==> config.mk <==
export PLATFORM = sky130hd
export DESIGN_NAME = timer_countdown_bcd
export DESIGN_NICKNAME = d
export VERILOG_FILES = /design/src/rtl/timer_countdown_bcd.sv
export SDC_FILE = /design/constraint.sdc
export NUM_CORES = 1
export LEC_CHECK = 0
export ABC_AREA = 1
export CAP_MARGIN = 10
export CORE_ASPECT_RATIO = 1.2
export CORE_MARGIN = 4
export CORE_UTILIZATION = 45
export DETAILED_ROUTE_END_ITERATION = 7
export PLACE_DENSITY_LB_ADDON = 0.12
export SETUP_SLACK_MARGIN = 0.02
export SLEW_MARGIN = 5
export SYNTH_ARGS = -nofsm -noshare
export SYNTH_HDL_FRONTEND = slang
export SYNTH_SLANG_ARGS = --single-unit
==> constraint.sdc <==
create_clock -name clk -period 2.5 [get_ports clk]
set_input_delay 0.75 -clock clk [delete_from_list [all_inputs] [get_ports clk]]
set_output_delay 0.75 -clock clk [all_outputs]
set_load 0.01 [all_outputs]
==> src/rtl/timer_countdown_bcd.sv <==
// rtl/timer_countdown_bcd.sv - MM:SS BCD countdown timer with prescaled tick and 7-segment scan
module timer_countdown_bcd #(
  parameter int TICK_DIV = 50000000,
  parameter int SCAN_DIV = 50000,
  parameter int MAX_DM   = 5
) (
  input  logic       clk,
  input  logic       rst_n,
  input  logic       load,
  input  logic [3:0] preset_dm,
  input  logic [3:0] preset_um,
  input  logic [3:0] preset_ds,
  input  logic [3:0] preset_us,
  input  logic       start,
  input  logic       pause,
  input  logic       clear,
  input  logic       auto_reload,
  output logic [3:0] dm,
  output logic [3:0] um,
  output logic [3:0] ds,
  output logic [3:0] us,
  output logic       running,
  output logic       done,
  output logic [7:0] seg,
  output logic [3:0] digit_en
);

  localparam int TW = $clog2(TICK_DIV);
  localparam int SW = (SCAN_DIV > 1) ? $clog2(SCAN_DIV) : 1;
  localparam logic [TW-1:0] TICK_LAST  = TW'(TICK_DIV - 1);
  localparam logic [SW-1:0] SCAN_LAST  = SW'(SCAN_DIV - 1);
  localparam logic [3:0]    MAX_DM_DIG = 4'(MAX_DM);

  typedef enum logic [1:0] {IDLE, RUN, PAUSE, DONE} stateType;

  stateType      state;
  logic [TW-1:0] presc;
  logic [3:0]    storedDm, storedUm, storedDs, storedUs;
  logic          reloadPending;
  logic [SW-1:0] scanCnt;
  logic [1:0]    scanIdx;

  logic [3:0] clampDm, clampUm, clampDs, clampUs;
  logic [3:0] decDm, decUm, decDs, decUs;
  logic       tick, countZero, countOne, storedZero;
  logic [3:0] selDigit;
  logic [6:0] segBits;

  assign tick       = (state == RUN) && (presc == TICK_LAST);
  assign countZero  = ({dm, um, ds, us} == 16'h0000);
  assign countOne   = ({dm, um, ds, us} == 16'h0001);
  assign storedZero = ({storedDm, storedUm, storedDs, storedUs} == 16'h0000);

  // Limit each preset digit to its legal range before it reaches the count.
  always_comb begin
    clampDm = (preset_dm > MAX_DM_DIG) ? MAX_DM_DIG : preset_dm;
    clampUm = (preset_um > 4'd9) ? 4'd9 : preset_um;
    clampDs = (preset_ds > 4'd5) ? 4'd5 : preset_ds;
    clampUs = (preset_us > 4'd9) ? 4'd9 : preset_us;
  end

  // One-second BCD decrement with borrow rippling from seconds up to tens of minutes.
  always_comb begin
    decUs = (us == 4'd0) ? 4'd9 : us - 4'd1;
    decDs = ds;
    decUm = um;
    decDm = dm;
    if (us == 4'd0) begin
      decDs = (ds == 4'd0) ? 4'd5 : ds - 4'd1;
      if (ds == 4'd0) begin
        decUm = (um == 4'd0) ? 4'd9 : um - 4'd1;
        if (um == 4'd0) begin
          decDm = dm - 4'd1;
        end
      end
    end
  end

  // Timer FSM: command priority clear > load > pause > start, then prescaled decrement.
  always_ff @(posedge clk or negedge rst_n) begin
    if (!rst_n) begin
      state         <= IDLE;
      running       <= 1'b0;
      done          <= 1'b0;
      presc         <= '0;
      reloadPending <= 1'b0;
      {dm, um, ds, us} <= 16'h0000;
      {storedDm, storedUm, storedDs, storedUs} <= 16'h0000;
    end else begin
      done          <= 1'b0;
      reloadPending <= 1'b0;
      if (clear) begin
        state   <= IDLE;
        running <= 1'b0;
        presc   <= '0;
        {dm, um, ds, us} <= 16'h0000;
      end else if (load) begin
        {dm, um, ds, us} <= {clampDm, clampUm, clampDs, clampUs};
        {storedDm, storedUm, storedDs, storedUs} <= {clampDm, clampUm, clampDs, clampUs};
        presc <= '0;
        if (state != RUN) begin
          state   <= IDLE;
          running <= 1'b0;
        end
      end else begin
        case (state)
          IDLE: begin
            if (start && !countZero) begin
              state   <= RUN;
              running <= 1'b1;
              presc   <= '0;
            end
          end
          PAUSE: begin
            if (start && !countZero) begin
              state   <= RUN;
              running <= 1'b1;
            end
          end
          RUN: begin
            if (pause) begin
              // The prescaler holds its value so a resume continues the current second.
              state   <= PAUSE;
              running <= 1'b0;
              if (reloadPending) begin
                {dm, um, ds, us} <= {storedDm, storedUm, storedDs, storedUs};
              end
            end else begin
              presc <= tick ? '0 : presc + 1'b1;
              if (reloadPending) begin
                {dm, um, ds, us} <= {storedDm, storedUm, storedDs, storedUs};
              end else if (tick && !countZero) begin
                if (countOne) begin
                  // Expiry: show 00:00 for one cycle alongside the done pulse.
                  {dm, um, ds, us} <= 16'h0000;
                  done <= 1'b1;
                  if (auto_reload && !storedZero) begin
                    reloadPending <= 1'b1;
                  end else begin
                    state   <= DONE;
                    running <= 1'b0;
                  end
                end else begin
                  {dm, um, ds, us} <= {decDm, decUm, decDs, decUs};
                end
              end
            end
          end
          default: begin
          end
        endcase
      end
    end
  end

  // Free-running digit scan; enable rotates in step with the index.
  always_ff @(posedge clk or negedge rst_n) begin
    if (!rst_n) begin
      scanCnt  <= '0;
      scanIdx  <= 2'd0;
      digit_en <= 4'b0001;
    end else if (scanCnt == SCAN_LAST) begin
      scanCnt  <= '0;
      scanIdx  <= scanIdx + 2'd1;
      digit_en <= {digit_en[2:0], digit_en[3]};
    end else begin
      scanCnt <= scanCnt + 1'b1;
    end
  end

  // Segment decode of the selected digit; dp marks the minute/second separator.
  always_comb begin
    case (scanIdx)
      2'd0:    selDigit = us;
      2'd1:    selDigit = ds;
      2'd2:    selDigit = um;
      default: selDigit = dm;
    endcase
    case (selDigit)
      4'd0:    segBits = 7'h3F;
      4'd1:    segBits = 7'h06;
      4'd2:    segBits = 7'h5B;
      4'd3:    segBits = 7'h4F;
      4'd4:    segBits = 7'h66;
      4'd5:    segBits = 7'h6D;
      4'd6:    segBits = 7'h7D;
      4'd7:    segBits = 7'h07;
      4'd8:    segBits = 7'h7F;
      4'd9:    segBits = 7'h6F;
      default: segBits = 7'h00;
    endcase
    seg = {(scanIdx == 2'd2), segBits};
  end

endmodule

* Word-level counts from Yosys, hierarchy flattened *
Memory sizes are Yosys's and may differ from the RTL's.
Index checks and enable logic that the tools add are counted.

operators by class
  add/sub/neg operators = 7
  magnitude comparators = 4
  eq/ne operators = 17
  muxes and demuxes = 88
  bitwise logic cells = 1
  reductions and logical operators = 28

operators by type and width
  operator                                                               number
  4-bit 2-to-1 mux                                                       45
  26-bit 2-to-1 mux                                                      5
  26-bit case mux with 2 select lines                                    1
  16-bit zero test                                                       2
  26-bit by 1-bit adder with 26-bit output (second input constant)       1
  26-bit == test (second input constant)                                 1
  1-bit 2-to-1 mux                                                       24
  2-bit 2-to-1 mux                                                       9
  16-bit by 1-bit adder with 16-bit output (second input constant)       1
  16-bit by 1-bit == test with 1-bit output (second input constant)      1
  16-bit == test (second input constant)                                 1
  16-bit 2-to-1 mux                                                      1
  4-bit by 1-bit subtractor with 4-bit output (second input constant)    4
  5-bit inequality test (second input constant)                          3
  5-bit nonzero test                                                     3
  4-bit zero test                                                        3
  4-bit case mux with 3 select lines                                     1
  4-bit nonzero test                                                     3
  4-bit by 3-bit > comparator with 1-bit output (second input constant)  2
  4-bit > comparator (second input constant)                             2
  4-bit inequality test (second input constant)                          2
  7-bit AND reduction                                                    1
  3-bit AND reduction                                                    2
  6-bit AND reduction                                                    1
  other kinds (19)                                                       26

word-level totals
  flip-flop bits (word level) = 85
  ROM bits = 112
  bits of input ports = 23
  output and inout port bits = 30
  word-level logic and storage cells = 162
  memories = 1

memories
  memory            depth  bits a word  read ports  clocked after memory_dff  write ports  RTL line  text
  (name not given)  16     7            1           0                         0            179       case (selDigit)

* Logic depth before layout (Yosys ltp) *
  depth in word-level cells = 11
  gate-level depth with buffers = 14
  gate-level depth less buffers = 13

* Least setup slack after synthesis *
Ideal clock, no wire load.

  path kind = reg-to-output
  start = register scanIdx[0]
  end = output seg[6]
  data arrival time = 1994 ps
  data required time = 1750 ps
  setup slack = -244 ps
  cell stages (with the launch flop) = 12
  path buffers = 0
  path through = dfrtp_1 inv_1 ha_1 inv_1 o22ai_1 o22ai_1 inv_1 ha_1 or2_2 o21ai_0 nand2_1 nand2_1

on the way
  longest elaborated chain between the ends = 3
  elaborated cells between the ends (all ways) = 5
  classes of those cells = 2 x eq/ne; 1 x mux; 1 x reduce/logical; 1 x memory

ends and longest elaborated chain
  what                                RTL line  text
  start, declared                     41        logic [1:0] scanIdx;
  start signal, assigned              164       scanIdx <= scanIdx + 2'd1;
  2-bit == test                       n/a
  named net seg[7]                    24        output logic [7:0] seg,
  4-bit case mux with 3 select lines  173       case (scanIdx)
  memory read 16 x 7 bit              n/a
  end, declared                       24

The timed path passes the listed nets, and every way through them passes these cells.

* Final worst setup path *
  start = register scanIdx[0]
  end = output seg[0]

on the way
  longest elaborated chain between the ends = 3
  elaborated cells between the ends (all ways) = 5
  classes of those cells = 2 x eq/ne; 1 x mux; 1 x reduce/logical; 1 x memory

ends and longest elaborated chain
  what                                         RTL line
  2-bit == test, or another cell as far along  173
  4-bit case mux with 3 select lines *         173
  memory read 16 x 7 bit *                     n/a

Mark *: on every way between the ends. The rest lies on a longest branch, timed or not.

==> flow_metrics.tcl <==
set metrics [dict create \
    netlist_instances 747 \
    worstPathRequired_ns 1.75 \
    fin_util_pct 60.6 \
    grt.total_usage_pct 22.2 \
    ys_seq_area_share_pct 38.8 \
    reg2reg_depth 14 \
    fin_worst_skew_ns 0.00707 \
    critical_path_buf_inv_count 2 \
    min_period_over_period_pct 115 \
    rsz0062_at_grt "true" \
    die_area_um2 14000 \
    cts_sinks 85 \
    endpoint_kind "output port" \
    grt-ovfl-total 0 \
    htree_num_levels 3 \
    layout-drive-gt1-share_pct 21.3 \
    critPathSlowestCell "dfrtp_2" \
    crit_family "flip-flops" \
    failed_checks "setup timing" \
    die_h_um 129 \
    hpwlAfterDp_um 11400 \
    maxSlewHeadroom_pct 66.8 \
    yosysMostFrequentCell "nand2_1" \
    drc 0 \
    fp-row-count 43 \
    syn_avg_cell_area_um2 7.35 \
    yosysTopAreaCell "dfrtp_1" \
    antenna_found_initial 0 \
    routed_wl_um 14500 \
    r2r-start "um[1]$_DFFE_PN0P_" \
    status "complete, but fails checks" \
    nNetsFinal 904 \
    hp-class "input pin to async pin" \
    detail_route.first_pass.iterations 4 \
    io_buffers 52 \
    drv_cap 0 \
    synth_area_um2 5490 \
    grt_pass1_wl_um 24600 \
    hold_viol_final 0 \
    start_kind "flip-flop" \
    drt_iter0_markers 268 \
    crit_chain "inv_4 > ha_4 > nand2_2 > nand2_2 > a221oi_2 > a21oi_2 > ha_2 > or2_1 > o21ai_1 > nand2_1 > nand2_1 > buf_2" \
    yosys-top-cells-count "nand2_1, inv_1, dfrtp_1, nor2_1, o21ai_0" \
    path_max_fanout 4 \
    yosys_warnings 0 \
    cts_tree "built" \
    clkLatencyLatePin_ns 0.34 \
    setup_viol 7 \
    clockRootBuffer "clkbuf_16" \
    r2r-end "um[2]$_DFFE_PN0P_" \
    fill_cells 1073 \
    ir_drop_mv 0.379 \
    power-per-cell-area_nw_per_um2 593 \
    finalWorstSetupSlack_ns -0.371 \
    max_freq_ghz 0.348 \
    synthTopCellsByArea "dfrtp_1, nand2_1, inv_1" \
    netlist.area_leader.share_pct 38.3 \
    async_flop_share_pct 100 \
    finalPower_mw 4.22 \
    path_clk_slew_ns 0.06 \
    gp_congestion 0.955 \
    p_leak_nw 3.41 \
    die_w_um 109 \
    top_level_ports 53 \
    slew_viol_final 0 \
    area_growth_pct 29.4 \
    num_vias 5237 \
    grt_max_degree 41 \
    core-area_um2 11700 \
    ys_ff_latch 85 \
    hold_buffers 0 \
    synth_edf_count 0 \
    diodes 0 \
    worstMarginPinSlew_ns 0.497 \
    rrSetupSlack_ns 0.29 \
    initial_core_util_pct 46.8 \
    cp.arrival_ns 2.12 \
    hold_ws_ns 0.365 \
    clock_path_buffers 2 \
    antenna_left 0 \
    viasPerCell 5.11 \
    fin_crit_ns 2.87 \
    cts_buffers 9 \
    yosys_most_used_dff "dfrtp_1" \
    synth_nets 789 \
    cpPeakStageDelay_ns 0.44 \
    ys_types 50 \
    crit_type "flip-flop to output port" \
    first_global_vias 5331 \
    wl_per_cell_um 14.1 \
]
-- flip-flops by register name, indices dropped and copies added, names as in the netlist, 2 cells and up --
name	cells
digit_en	4
dm	4
ds	4
presc	26
scanCnt	16
scanIdx	2
state	2
storedDm	4
storedDs	4
storedUm	4
storedUs	4
um	4
us	4
-- power breakdown --
part           switching [mW]  total (mW)  internal [mW]  leakage, nW
clock                   0.533        1.36          0.831        0.150
combinational           0.743        1.32          0.575         2.13
sequential             0.0679        1.54           1.47         1.13
-- worst max path at each step --
stage,from,endpoint,cells after the start
3_3_place_gp,scanIdx[0]$_DFFE_PN0N_,seg[0],12
4_1_cts,scanIdx[0]$_DFFE_PN0N_,seg[0],12
5_1_grt,scanIdx[0]$_DFFE_PN0N_,seg[0],12
2_1_floorplan,scanIdx[0]$_DFFE_PN0N_,seg[6],11
3_5_place_dp,scanIdx[0]$_DFFE_PN0N_,seg[0],12
6_report,scanIdx[0]$_DFFE_PN0N_,seg[0],12
-- per-layer routing --
metal,vias to the layer above,track usage (%),part of all wire [%]
met5,-,0,0
met4,0,10.3,2.8
met3,38,2.96,3.9
met2,116,41.1,53
met1,2456,24.9,40
li1,2627,-,-
-- layout make-up --
cell class              instances  area [µm²]  area share, %
flip-flops and latches         85        2130           30.0
clock buffers                  13         260           3.66
repair buffers                113         988           13.9
clock inverters                 3        43.8          0.616
inverters                     115         447           6.29
well taps                     157         196           2.76
multi-input cells             538        3040           42.8
-- through the flow --
| stage | setup slack (ns) | instances | setup TNS (ns) | instance area [µm²] |
|---|---|---|---|---|
| final | -0.371 | 1024 | -2.25 | 7110 |
| after detailed placement | -0.581 | 1005 | -3.79 | 6650 |
| after CTS | -0.403 | 1023 | -2.60 | 7050 |
| after global placement | -0.497 | 1005 | -3.11 | 6650 |
| after floorplan | 0.0186 | 747 | 0 | 5530 |
| after global routing | -0.508 | 1024 | -3.18 | 7110 |
-- worst register-to-register path, cell delays in order (launching register included) --
cell     delay, ns
dfrtp_1       0.38
inv_1         0.13
buf_4         0.15
ha_1          0.18
nand3_1       0.12
nor2_2        0.18
nand2_1       0.16
nand2_2       0.21
inv_1         0.12
o21ai_0       0.10
o21ai_0       0.11
nand2_1       0.06
nand2_1       0.06
nand2_1       0.07
nand2_1       0.05
-- layout by cell type (no fill, tap or decap), types with 5 or more instances in the layout --
cell type / netlist / final
nand3_1: 32 / 32
buf_2: 3 / 5
xor2_1: 15 / 15
nand2_2: 7 / 15
nand2_1: 195 / 187
dfrtp_1: 84 / 82
clkdlybuf4s50_1: 0 / 43
ha_1: 19 / 12
buf_4: 1 / 58
nand3_2: 7 / 7
a21oi_1: 26 / 24
nor2_1: 79 / 79
inv_1: 100 / 91
clkbuf_16: 0 / 9
nand4_1: 12 / 12
nor2_2: 11 / 11
inv_2: 14 / 19
nor3_1: 12 / 12
o22ai_1: 14 / 11
o21ai_1: 6 / 8
o21ai_0: 50 / 45
nor2_4: 7 / 7
-- what timing repair did --
| item | in CTS | in global routing |
|---|---|---|
| endpoints found under the setup margin | 7 | 8 |
| hold endpoints to repair | 0 | 0 |
| resized for setup | 54 | 16 |
| setup buffers | 2 | 1 |
| pin swaps | 17 | 8 |
-- cell families (layout without fill, tap and decap cells) --
logic type | count (synthesis) | in the layout | share of synthesized area [%]
DFF | 85 | 85 | 38.8
and+or+nand+nor | 384 | 384 | 32.8
xor gates and xnor gates | 15 | 15 | 2.39
AOI/OAI and AO/OA | 120 | 120 | 12.7
buffers and inverters | 124 | 244 | 8.98
adders and majority gates | 19 | 19 | 4.33
Power figures use the tool's default switching activity.
